<file path="src/rtl/keypad_scanner.sv">
// 4x4 matrix keypad scanner with scan-level debounce; emits one ready strobe per accepted press.
// Optional auto-repeat while a key is held: define KEY_REPEAT_EN.
module keypad_scanner #(
  parameter int SCAN_DIV       = 2500,
  parameter int DEBOUNCE_SCANS = 50,
  parameter int REPEAT_SCANS   = 250
) (
  input  logic       clk,
  input  logic       reset,
  input  logic [3:0] row_in,
  output logic [3:0] col_out,
  output logic [3:0] tecla,
  output logic       ready,
  output logic       key_down
);

  localparam int DIV_W = $clog2(SCAN_DIV);
  localparam int CNT_W = $clog2(DEBOUNCE_SCANS + 1);
  localparam logic [DIV_W-1:0] DIV_LAST = DIV_W'(SCAN_DIV - 1);
  localparam logic [CNT_W-1:0] CNT_MAX  = CNT_W'(DEBOUNCE_SCANS);
  localparam logic [CNT_W-1:0] CNT_ONE  = CNT_W'(1);

  typedef enum logic [1:0] {IDLE, DEBOUNCE, PRESSED, RELEASE} state_e;

  function automatic logic [3:0] key_code(input logic [1:0] r, input logic [1:0] c);
    case ({r, c})
      4'h0: key_code = 4'd1;   4'h1: key_code = 4'd2;   4'h2: key_code = 4'd3;   4'h3: key_code = 4'd10;
      4'h4: key_code = 4'd4;   4'h5: key_code = 4'd5;   4'h6: key_code = 4'd6;   4'h7: key_code = 4'd11;
      4'h8: key_code = 4'd7;   4'h9: key_code = 4'd8;   4'hA: key_code = 4'd9;   4'hB: key_code = 4'd12;
      4'hC: key_code = 4'd14;  4'hD: key_code = 4'd0;   4'hE: key_code = 4'd15;  default: key_code = 4'd13;
    endcase
  endfunction

  state_e           state_q, state_d;
  logic [DIV_W-1:0] div_cnt_q, div_cnt_d;
  logic [1:0]       col_idx_q, col_idx_d;
  logic [3:0]       col_out_q, col_out_d;
  logic [1:0]       acc_hits_q, acc_hits_d;
  logic [3:0]       acc_code_q, acc_code_d;
  logic [3:0]       cand_q, cand_d;
  logic [CNT_W-1:0] cnt_q, cnt_d, rcnt_q, rcnt_d;
  logic [3:0]       tecla_q, tecla_d;
  logic             ready_q, ready_d;
  logic             key_down_q, key_down_d;

  logic             sample_en, scan_done;
  logic [3:0]       row_hit;
  logic [2:0]       col_hits, sum_hits;
  logic [1:0]       col_row, scan_hits;
  logic [3:0]       scan_code;
  logic [CNT_W-1:0] cnt_inc, rcnt_inc;

`ifdef KEY_REPEAT_EN
  localparam int REP_W = $clog2(REPEAT_SCANS + 1);
  localparam logic [REP_W-1:0] REP_MAX = REP_W'(REPEAT_SCANS);
  logic [REP_W-1:0] rep_cnt_q, rep_cnt_d, rep_inc;
`endif

  // Rows are read directly at the last cycle of each column window, giving them SCAN_DIV-1 cycles to settle.
  assign row_hit   = ~row_in;
  assign sample_en = (div_cnt_q == DIV_LAST);
  assign scan_done = sample_en && (col_idx_q == 2'd3);
  assign cnt_inc   = (cnt_q  == CNT_MAX) ? cnt_q  : cnt_q  + CNT_ONE;
  assign rcnt_inc  = (rcnt_q == CNT_MAX) ? rcnt_q : rcnt_q + CNT_ONE;

  always_comb begin
    // NOTE: every signal gets a default before any branch so no latch is inferred.
    col_hits = 3'd0;
    col_row  = 2'd0;
    for (int r = 3; r >= 0; r--) begin
      if (row_hit[r]) begin
        col_hits = col_hits + 3'd1;
        col_row  = 2'(r);
      end
    end
    sum_hits  = {1'b0, acc_hits_q} + (sample_en ? col_hits : 3'd0);
    scan_hits = (sum_hits >= 3'd2) ? 2'd2 : sum_hits[1:0];
    scan_code = (acc_hits_q != 2'd0) ? acc_code_q : key_code(col_row, col_idx_q);
  end

  always_comb begin
    div_cnt_d  = sample_en ? '0 : div_cnt_q + DIV_W'(1);
    col_idx_d  = sample_en ? col_idx_q + 2'd1 : col_idx_q;
    col_out_d  = ~(4'b0001 << col_idx_d);
    acc_hits_d = acc_hits_q;
    acc_code_d = acc_code_q;
    if (scan_done) begin
      acc_hits_d = 2'd0;
      acc_code_d = 4'd0;
    end else if (sample_en) begin
      acc_hits_d = scan_hits;
      acc_code_d = scan_code;
    end
  end

  always_comb begin
    state_d    = state_q;
    cand_d     = cand_q;
    cnt_d      = cnt_q;
    rcnt_d     = rcnt_q;
    tecla_d    = tecla_q;
    ready_d    = 1'b0;
    key_down_d = key_down_q;
`ifdef KEY_REPEAT_EN
    rep_cnt_d  = rep_cnt_q;
    rep_inc    = (rep_cnt_q == REP_MAX) ? rep_cnt_q : rep_cnt_q + REP_W'(1);
`endif
    if (scan_done) begin
      unique case (state_q)
        IDLE: if (scan_hits == 2'd1) begin
          cand_d = scan_code;
          cnt_d  = CNT_ONE;
          if (DEBOUNCE_SCANS == 1) begin
            state_d    = PRESSED;
            tecla_d    = scan_code;
            ready_d    = 1'b1;
            key_down_d = 1'b1;
          end else begin
            state_d = DEBOUNCE;
          end
        end
        DEBOUNCE: begin
          if (scan_hits == 2'd1 && scan_code == cand_q) begin
            cnt_d = cnt_inc;
            if (cnt_inc == CNT_MAX) begin
              state_d    = PRESSED;
              tecla_d    = cand_q;
              ready_d    = 1'b1;
              key_down_d = 1'b1;
            end
          end else if (scan_hits == 2'd1) begin
            cand_d = scan_code;
            cnt_d  = CNT_ONE;
          end else begin
            state_d = IDLE;
          end
        end
        PRESSED: if (scan_hits == 2'd0) begin
          rcnt_d = CNT_ONE;
          if (DEBOUNCE_SCANS == 1) begin
            state_d    = IDLE;
            key_down_d = 1'b0;
          end else begin
            state_d = RELEASE;
          end
        end
        default: begin
          if (scan_hits == 2'd0) begin
            rcnt_d = rcnt_inc;
            if (rcnt_inc == CNT_MAX) begin
              state_d    = IDLE;
              key_down_d = 1'b0;
            end
          end else begin
            state_d = PRESSED;
          end
        end
      endcase
`ifdef KEY_REPEAT_EN
      // Only a scan that keeps us in PRESSED on the accepted key advances the repeat count.
      if (state_q == PRESSED && state_d == PRESSED && scan_hits == 2'd1 && scan_code == tecla_q) begin
        rep_cnt_d = rep_inc;
        if (rep_inc == REP_MAX) begin
          rep_cnt_d = '0;
          ready_d   = 1'b1;
        end
      end else begin
        rep_cnt_d = '0;
      end
`endif
    end
  end

  // NOTE: sequential state uses non-blocking assignments so every register samples pre-edge values.
  always_ff @(posedge clk) begin
    if (reset) begin
      state_q    <= IDLE;
      div_cnt_q  <= '0;
      col_idx_q  <= 2'd0;
      col_out_q  <= 4'b1110;
      acc_hits_q <= 2'd0;
      acc_code_q <= 4'd0;
      cand_q     <= 4'd0;
      cnt_q      <= '0;
      rcnt_q     <= '0;
      tecla_q    <= 4'd0;
      ready_q    <= 1'b0;
      key_down_q <= 1'b0;
`ifdef KEY_REPEAT_EN
      rep_cnt_q  <= '0;
`endif
    end else begin
      state_q    <= state_d;
      div_cnt_q  <= div_cnt_d;
      col_idx_q  <= col_idx_d;
      col_out_q  <= col_out_d;
      acc_hits_q <= acc_hits_d;
      acc_code_q <= acc_code_d;
      cand_q     <= cand_d;
      cnt_q      <= cnt_d;
      rcnt_q     <= rcnt_d;
      tecla_q    <= tecla_d;
      ready_q    <= ready_d;
      key_down_q <= key_down_d;
`ifdef KEY_REPEAT_EN
      rep_cnt_q  <= rep_cnt_d;
`endif
    end
  end

  assign col_out  = col_out_q;
  assign tecla    = tecla_q;
  assign ready    = ready_q;
  assign key_down = key_down_q;

endmodule

</file>
<file path="config.mk">
export PLATFORM = sky130hd
export DESIGN_NAME = keypad_scanner
export DESIGN_NICKNAME = d
export VERILOG_FILES = /design/src/rtl/keypad_scanner.sv
export SDC_FILE = /design/constraint.sdc
export NUM_CORES = 1
export LEC_CHECK = 0
export CAP_MARGIN = 20
export CORE_MARGIN = 3
export CORE_UTILIZATION = 35
export DETAILED_ROUTE_END_ITERATION = 6
export GPL_TIMING_DRIVEN = 0
export PLACE_DENSITY = 0.53
export SKIP_CTS_REPAIR_TIMING = 1
export SLEW_MARGIN = 20
export SYNTH_ARGS = -nofsm -noshare
export SYNTH_HDL_FRONTEND = slang
export SYNTH_SLANG_ARGS = --single-unit
</file>
<file path="constraint.sdc">
create_clock -name clk -period 8.5 [get_ports clk]
set_clock_uncertainty 0.2 [all_clocks]
set_input_delay 0.85 -clock clk [delete_from_list [all_inputs] [get_ports clk]]
set_output_delay 0.85 -clock clk [all_outputs]
set_load 0.03 [all_outputs]
</file>
# [After elaboration in Yosys (flattened, before gate mapping)]
# Memories as Yosys holds them, arrays and structs flattened.
# Cells that the tools add are included.
[op_classes] addsub=8 magnitude_cmp=1 eq_ne=18 shift=1 muxes=37 n_bitwise=7 reduce_logical=19
[ops] op="two-way mux 6 bit" count=6
[ops] op="two-way mux 2 bit" count=13
[ops] op="equality test 6 bit (second input constant)" count=4
[ops] op="case mux 6 bit (2 select lines)" count=2
[ops] op="adder 12 x 1 -> 12 bit (second input constant)" count=1
[ops] op="adder 6 x 1 -> 6 bit (second input constant)" count=2
[ops] op="equality test 12 bit (second input constant)" count=1
[ops] op="two-way mux 3 bit" count=4
[ops] op="two-way mux 4 bit" count=3
[ops] op="AND reduction 6 bit" count=2
[ops] op="inequality test 2 bit (second input constant)" count=5
[ops] op="adder 3 x 1 -> 3 bit (second input constant)" count=3
[ops] op="inverter 4 bit" count=2
[ops] op="case mux 4 bit (2 select lines)" count=1
[ops] op="nonzero test 2 bit" count=4
[ops] op="OR reduction 2 bit" count=4
[ops] op="two-way mux 1 bit" count=6
[ops] op="inequality test 3 bit (second input constant)" count=2
[ops] op="case mux 2 bit (3 select lines)" count=1
[ops] op="AND reduction 3 bit" count=2
[ops] op="inequality test 5 x 1 -> 1 bit (second input constant)" count=1
[ops] op="inverter 1 bit" count=5
[ops] op="equality test 2 x 1 -> 1 bit (second input constant)" count=2
[ops] op="equality test 2 bit (second input constant)" count=2
[ops] op="11 further kinds" count=13
[totals] reg_bits=48 rom_bits=64 input_bits=6 out_inout_bits=10 word_cells=104 memories=1
[mem_list] name="(no name shown)" depth=16 width=4 read_ports=1 rd_clocked_by_memory_dff=0 write_ports=0 line="26" rtl="case ({r, c})"

# [Logic depth before layout (Yosys ltp)]
# Gate-level depths: netlist (run 1).
[logic_depth] word_depth=16 mapped_depth=15 ltp_nobuf=14

# [Worst setup path after synthesis (run 1)]
# Ideal clock, no wire load.
[synth_path] path_type="input port to flip-flop" from="input row_in[2]" to="register cnt_q[1]" setup_time_ps=70 arrival_ps=3725 required_time_ps=8230 slack_ps=4505 stages=13 n_path_buf=1 cell_sequence="inv_1 > ha_1 > xnor2_1 > ha_1 > or2_2 > o211ai_1 > fa_1 > nor3_2 > o211ai_2 > or4_1 > buf_2 > or3_1 > a21oi_1"
[synth_via] elab_chain_len=14 elab_cells_between_ends=21 cone_classes="3 x add/sub; 1 x order compare; 2 x eq/ne; 12 x mux; 1 x bitwise; 1 x reduce/logical; 1 x memory"
[synth_rtl] element="from (decl)" line="10" rtl="input logic [3:0] row_in,"
[synth_rtl] element="inverter 4 bit (*)" line="60" rtl="assign row_hit = ~row_in;"
[synth_rtl] element="two-way mux 3 bit" line="71" rtl="if (row_hit[r]) begin"
[synth_rtl] element="adder 3 x 1 -> 3 bit" line="72" rtl="col_hits = col_hits + 3'd1;"
[synth_rtl] element="two-way mux 3 bit" line="71"
[synth_rtl] element="adder 3 x 1 -> 3 bit" line="72"
[synth_rtl] element="two-way mux 3 bit" line="71"
[synth_rtl] element="two-way mux 3 bit" line="76" rtl="sum_hits = {1'b0, acc_hits_q} + (sample_en ? col_hits : 3'd0);"
[synth_rtl] element="adder 2 x 3 -> 3 bit" line="76"
[synth_rtl] element="greater-or-equal comparator 3 x 2 -> 1 bit" line="77" rtl="scan_hits = (sum_hits >= 3'd2) ? 2'd2 : sum_hits[1:0];"
[synth_rtl] element="two-way mux 2 bit" line="77"
[synth_rtl] element="equality test 2 x 1 -> 1 bit" line="110, 123, 131"
[synth_rtl] element="two-way mux 6 bit / logical AND 1 bit (equally long branches)"
[synth_rtl] element="two-way mux 6 bit" line="123" rtl="if (scan_hits == 2'd1 && scan_code == cand_q) begin"
[synth_rtl] element="case mux 6 bit (2 select lines) (*)" line="109" rtl="unique case (state_q)"
[synth_rtl] element="to (signal assigned)" line="200" rtl="cnt_q <= cnt_d;"
[synth_rtl] element="to (decl)" line="41" rtl="logic [CNT_W-1:0] cnt_q, cnt_d, rcnt_q, rcnt_d;"
# Mark *: on every way between the ends. The rest lies on a longest branch, timed or not.
# A chain may end at the register's enable or synchronous reset.

# [Worst setup path in the final report (run 1)]
[layout_path] from="input row_in[2]" to="register cnt_q[5]"
# Same word-level chain as after synthesis.

==> metrics, run 1 <==
Die H=99.1 um; PortBufs=14; Area after DPL=3310 sq um; CTS Sinks=48; via count=2639; largest net degree at the start of global routing=17; most used flip-flop cell after synthesis=dfxtp_1; fin crit period=4.46 ns; crit path capture=cnt_q[5]$_SDFFE_PP0P_; Yosys reg bits=48; CTS H-Tree Depth=2; Max VDD drop=0.0000532 V; FF-to-FF Start=div_cnt_q[0]$_SDFF_PP0_; initial core utilization=0.366; Final nets=425; vias in the first global route=2484; initial antenna violation count=0; Overflow after GRT=0; Worst Path Required=8.55 ns; CP Max Fanout=8; synth unique cells=54; io pins=16; met1 wire length=3.69 mm; Tot Pwr=0.457 mW; Min Hold Slack=0.272 ns; Die ar.=9830 sq um; register area share after synthesis=0.317; Rel. slew slack=0.341; global placer's final weighted congestion=0.792; synthesized net count=404; Filler cells=868; All-Layer GR Usage=0.146; clock-pin slew on the worst setup and hold paths=0.10 ns; drt drc=0; per-cell routed wire length=13.5 um; n_diodes=0; share of cells above drive strength 1=0.0673; worst hold-check path type=reg -> reg; Synth area leader=dfxtp_1; Critical Path Start=row_in[2]; met3 WL=203 um; CTS max path bufs=2; area delta synth->final=13.7%; Sum Neg Setup Slack=0 ns; DRT Pass-1 Iters=4; Pleak=1.26 nW; met2 wire length=2.85 mm; Mean Syn Cell Area=8.01 sq um; synth warn=0; final instance area=3450 sq um; RSZ-0062 raised after global routing=no; clock root buffer=clkbuf_8; count leader, synth=dfxtp_1; Post-synth top cells=dfxtp_1 (48), nor2_1 (43), nand2_1 (38), a21oi_1 (25), ha_1 (18); FFs w/ async S/R, synth=0; Setup Crit Path Kind=in -> reg; R2R Setup Slk=4.71 ns; Worst EP arrival=4.51 ns; top cells by area, synth=dfxtp_1 (32%), ha_1 (7.4%), nor2_1 (5.3%); Final Setup Violations=0; worst skew pair latency=0.31 ns; Final Core Density=0.416; startpoint type of the worst setup path=input pin; crit share post-route=0.524; Starting DRT DRC Count=66; Post-synth EDFFs=0; pin slew with the least headroom to its limit=0.979 ns; TritonCTS Buffers=5; max-slew violations=0; Detailed Route WL=6.83 mm; Rows=33; Final Hold Fails=0; RR Endpoint=cnt_q[5]$_SDFFE_PP0P_; die width=99.1 um; Post-Synthesis Cells=379; Crit. End Element=flip-flop; Fmax achieved=0.224 GHz; first-pass GRT wire length=11.9 mm; Top Metal Used=met4; Power Density=132 nW/um^2; Final ANT Viol Nets=0; area fraction of the dominant cell type after synthesis=0.317; Worst Reg-to-Reg Cells=13; max capacitance violation total=0; core area=8300 sq um; status=complete, no violations; synthesized area=3040 sq um; HPWL after DPL=5.21 mm; Via density=5.22; CTS tree=done
## cell usage in the layout (no fill, tap or decap), drive strengths merged, types with 10 or more instances in the layout
| master | synthesis | final |
|---|---|---|
| nand2 | 38 | 38 |
| nand3 | 18 | 18 |
| a21oi | 25 | 25 |
| inv | 15 | 16 |
| xor2 | 10 | 10 |
| o21ai | 14 | 14 |
| clkdlybuf4s50 | 0 | 14 |
| clkbuf | 10 | 15 |
| xnor2 | 10 | 10 |
| ha | 18 | 18 |
| nor2 | 43 | 43 |
| dfxtp | 48 | 48 |
## through the flow
stage / worst slack, ns / cells
6_report: 4.04 / 506
5_1_grt: 3.73 / 506
4_1_cts: 4.03 / 506
3_5_place_dp: 3.72 / 498
3_3_place_gp: 3.45 / 498
2_1_floorplan: 4.51 / 379
## cells by family (layout without fill, tap and decap cells)
family	after synthesis	in the layout	share of synthesized area
buffers and inverters	32	54	0.0425
flip-flops	48	48	0.317
adder cells (fa/ha/maj)	19	19	0.0808
multiplexers	7	7	0.0231
AND/OR/NAND/NOR	174	174	0.309
XOR/XNOR	20	20	0.0577
AO/OA/AOI/OAI	79	79	0.170
## report_power, final
| part | switching, mW | internal (mW) |
|---|---|---|
| Clock | 0.0830 | 0.118 |
| Combinational | 0.0166 | 0.0113 |
| Sequential | 0.00144 | 0.226 |
## sequential cells by signal, summed over array words and instances (netlist names)
signal,count
ready,1
tecla,4
cnt_q,6
cand_q,4
col_out,4
col_idx_q,2
div_cnt_q,12
acc_hits_q,2
state_q,2
acc_code_q,4
rcnt_q,6
key_down,1
## worst max-delay path: stages
cell	delay (ns)
clkdlybuf4s50_1	0.50
inv_1	0.05
ha_1	0.32
xnor2_1	0.17
ha_1	0.29
or2_2	0.09
o211ai_1	0.11
fa_1	0.51
nor3_2	0.31
o211ai_2	0.16
or4_1	0.52
buf_2	0.18
or3_1	0.31
a21oi_1	0.14
## area by class of cell
cell class                 count  area, sq um  area share
sequential                    48          961       0.278
timing repair buffer          14          140      0.0406
clock inverter                 3         68.8      0.0199
tap                          105          131      0.0381
clock buffer                   5         68.8      0.0199
inverter                      15         56.3      0.0163
multi-input combinational    299         1950       0.566
buffer                        17         72.6      0.0210
## per-layer routing
| metal | track usage | up-vias |
|---|---|---|
| met4 | 0.0368 | 0 |
| met1 | 0.212 | 1207 |
| met2 | 0.220 | 31 |
| li1 | - | 1394 |
| met5 | 0 | - |
| met3 | 0.0316 | 7 |
## worst min-delay path by stage
stage,start,to,slack (ns),depth (start not counted)
floorplan,div_cnt_q[0]$_SDFF_PP0_,div_cnt_q[0]$_SDFF_PP0_,0.23,1
global placement,div_cnt_q[0]$_SDFF_PP0_,div_cnt_q[0]$_SDFF_PP0_,0.24,1
detailed placement,acc_code_q[3]$_SDFFE_PP0N_,acc_code_q[3]$_SDFFE_PP0N_,0.25,2
CTS,acc_code_q[3]$_SDFFE_PP0N_,acc_code_q[3]$_SDFFE_PP0N_,0.27,2
global route,acc_code_q[2]$_SDFFE_PP0N_,acc_code_q[2]$_SDFFE_PP0N_,0.30,2
finish,tecla[1]$_SDFFE_PP0P_,tecla[1]$_SDFFE_PP0P_,0.27,2
No activity file was read; power rests on OpenSTA's default activity.
==> run 2: changes to the inputs <==
--- a/config.mk
+++ b/config.mk
@@ -10,7 +10,7 @@
 export CORE_UTILIZATION = 35
 export DETAILED_ROUTE_END_ITERATION = 6
 export GPL_TIMING_DRIVEN = 0
-export PLACE_DENSITY = 0.53
+export PLACE_DENSITY = 0.55
 export SKIP_CTS_REPAIR_TIMING = 1
 export SLEW_MARGIN = 20
 export SYNTH_ARGS = -nofsm -noshare
==> constraint.sdc (replaced) <==
create_clock -name clk -period 3.95 [get_ports clk]
set_clock_uncertainty 0.2 [all_clocks]
set_input_delay 0.395 -clock clk [delete_from_list [all_inputs] [get_ports clk]]
set_output_delay 0.395 -clock clk [all_outputs]
set_load 0.03 [all_outputs]
==> metrics, run 2 (synthesis gave the netlist of run 1 again) <==
startpoint type of the worst setup path=input pin (unchanged); io pins=16 (unchanged); CP Max Fanout=8 (unchanged); Crit. End Element=flip-flop (unchanged); Die H=99.1 um (unchanged); Power Density=249 nW/um^2 (was 132 nW/um^2); Final Setup Violations=0 (unchanged); Fmax achieved=0.264 GHz; largest net degree at the start of global routing=17 (unchanged); via count=2691 (was 2639); Final nets=427 (was 425); worst skew pair latency=0.31 ns (about the same); status=complete, no violations (unchanged); most common cell after layout, fill and taps aside=dfxtp_1 (unchanged); Overflow after GRT=0 (unchanged); initial antenna violation count=0 (unchanged); Detailed Route WL=6.96 mm (was 6.83 mm); Rel. slew slack=0.316 (was 0.341); final instance area=3480 sq um (was 3450 sq um); worst hold-check path type=reg -> reg (unchanged); n_diodes=0 (unchanged); CTS max path bufs=2 (unchanged); die width=99.1 um (unchanged); All-Layer GR Usage=0.144 (was 0.146); Final ANT Viol Nets=0 (unchanged); Top reg by flops=div_cnt_q (unchanged); Max VDD drop=0.000118 V (was 0.0000532 V); most frequent cells in the layout=dfxtp_1 (48), nor2_1 (43), nand2_1 (38), a21oi_1 (25) (was dfxtp_1 (48), nor2_1 (43), nand2_1 (38), a21oi_1 (25), ha_1 (18)); per-cell routed wire length=13.7 um (was 13.5 um); fin crit period=3.79 ns; global placer's final weighted congestion=0.799 (was 0.792); pin slew with the least headroom to its limit=1.02 ns (was 0.979 ns); max-slew violations=0 (unchanged); Setup WS post-layout=0.163 ns (was 4.04 ns); PortBufs=14 (unchanged); Rows=33 (unchanged); HPWL after DPL=5.21 mm (about the same); first-pass GRT wire length=11.9 mm (unchanged); max capacitance violation total=0 (unchanged); biggest regs=div_cnt_q x12, cnt_q x6, rcnt_q x6 (unchanged); RSZ-0062 raised after global routing=no (unchanged); Worst EP arrival=3.83 ns (was 4.51 ns); Final Hold Fails=0 (unchanged); Via density=5.30 (was 5.22); Starting DRT DRC Count=101 (was 66); Area after DPL=3310 sq um (about the same); vias in the first global route=2476 (was 2484); Die ar.=9830 sq um (unchanged); clock root buffer=clkbuf_8 (unchanged); Place WS=-0.599 ns (was 3.72 ns); CTS H-Tree Depth=2 (unchanged); Worst Path Required=3.99 ns (was 8.55 ns); initial core utilization=0.366 (unchanged); DRT Pass-1 Iters=4 (unchanged); area delta synth->final=14.7% (was 13.7%); Pleak=1.28 nW (was 1.26 nW); core area=8300 sq um (unchanged); share of cells above drive strength 1=0.0844 (was 0.0673); max reg flops=12 (unchanged); TritonCTS Buffers=5 (unchanged); CTS tree=done (unchanged); crit share post-route=0.959; Setup Crit Path Kind=in -> reg (unchanged); drt drc=0 (unchanged); clock-pin slew on the worst setup and hold paths=0.10 ns (about the same); CTS Sinks=48 (unchanged)
==> run 2: stage by stage <==
step | hold slack (ns) | total power, mW | utilization | setup TNS [ns] | cells
after floorplan | 0.226 | 0.543 | - | 0 | 379
after global routing | 0.280 | 0.903 | 0.420 | 0 | 508
after CTS | 0.266 | 0.866 | 0.409 | -1.73 | 506
after detailed placement | 0.248 | 0.561 | 0.398 | -5.82 | 498
after global placement | 0.241 | 0.560 | 0.398 | -5.56 | 498
final | 0.263 | 0.866 | 0.420 | 0 | 508
==> run 2: power by group <==
part           internal, mW  switching [mW]  total, mW
combinational        0.0286          0.0394     0.0680
sequential            0.486         0.00307      0.489
clock                 0.126           0.183      0.309
==> run 2: worst paths after layout <==
path | endpoint | slack (ns) | start | depth (start not counted)
max reg2reg | cnt_q[1]$_SDFFE_PP0P_ | 0.23 | div_cnt_q[0]$_SDFF_PP0_ | 14
min reg2reg | acc_code_q[3]$_SDFFE_PP0N_ | 0.26 | acc_code_q[3]$_SDFFE_PP0N_ | 2
min | acc_code_q[3]$_SDFFE_PP0N_ | 0.26 | acc_code_q[3]$_SDFFE_PP0N_ | 2
max | cnt_q[1]$_SDFFE_PP0P_ | 0.16 | row_in[3] | 16
==> run 2: final cells by class <==
class / instances / area [sq um]
repair buffers: 16 / 158
clock buffers: 5 / 68.8
inverters: 15 / 56.3
multi-input cells: 299 / 2010
clock inverters: 3 / 21.3
well taps: 105 / 131
flip-flops and latches: 48 / 961
fillers: 897 / 4820
plain buffers: 17 / 75.1
==> run 2: metal layers <==
metal	global-route usage	up-vias	routed length (um)
met5	0	-	0
met4	0.0315	0	48
met3	0.0217	5	189
met2	0.219	28	3010
met1	0.216	1262	3710
li1	-	1396	-
==> run 2: critical path, stage by stage <==
cell and delay [ns]:
clkdlybuf4s50_1 0.47, inv_1 0.08, ha_4 0.31, xnor2_4 0.12, xnor2_1 0.12, and2_1 0.14
ha_1 0.14, inv_1 0.06, fa_2 0.55, nand2_1 0.09, inv_2 0.09, o211ai_4 0.10
or4_1 0.52, clkbuf_4 0.18, or3_1 0.31, a21oi_1 0.15
==> run 3: changes to the inputs <==
==> constraint.sdc (replaced) <==
create_clock -name clk -period 3.95 [get_ports clk]
set_clock_uncertainty 0.2 [all_clocks]
set_input_delay 0.395 -clock clk [delete_from_list [all_inputs] [get_ports clk]]
set_output_delay 0.395 -clock clk [all_outputs]
set_load 0.05 [all_outputs]
==> results of run 3 <==
Final layout, timing and power as in run 2 (identical DEF).
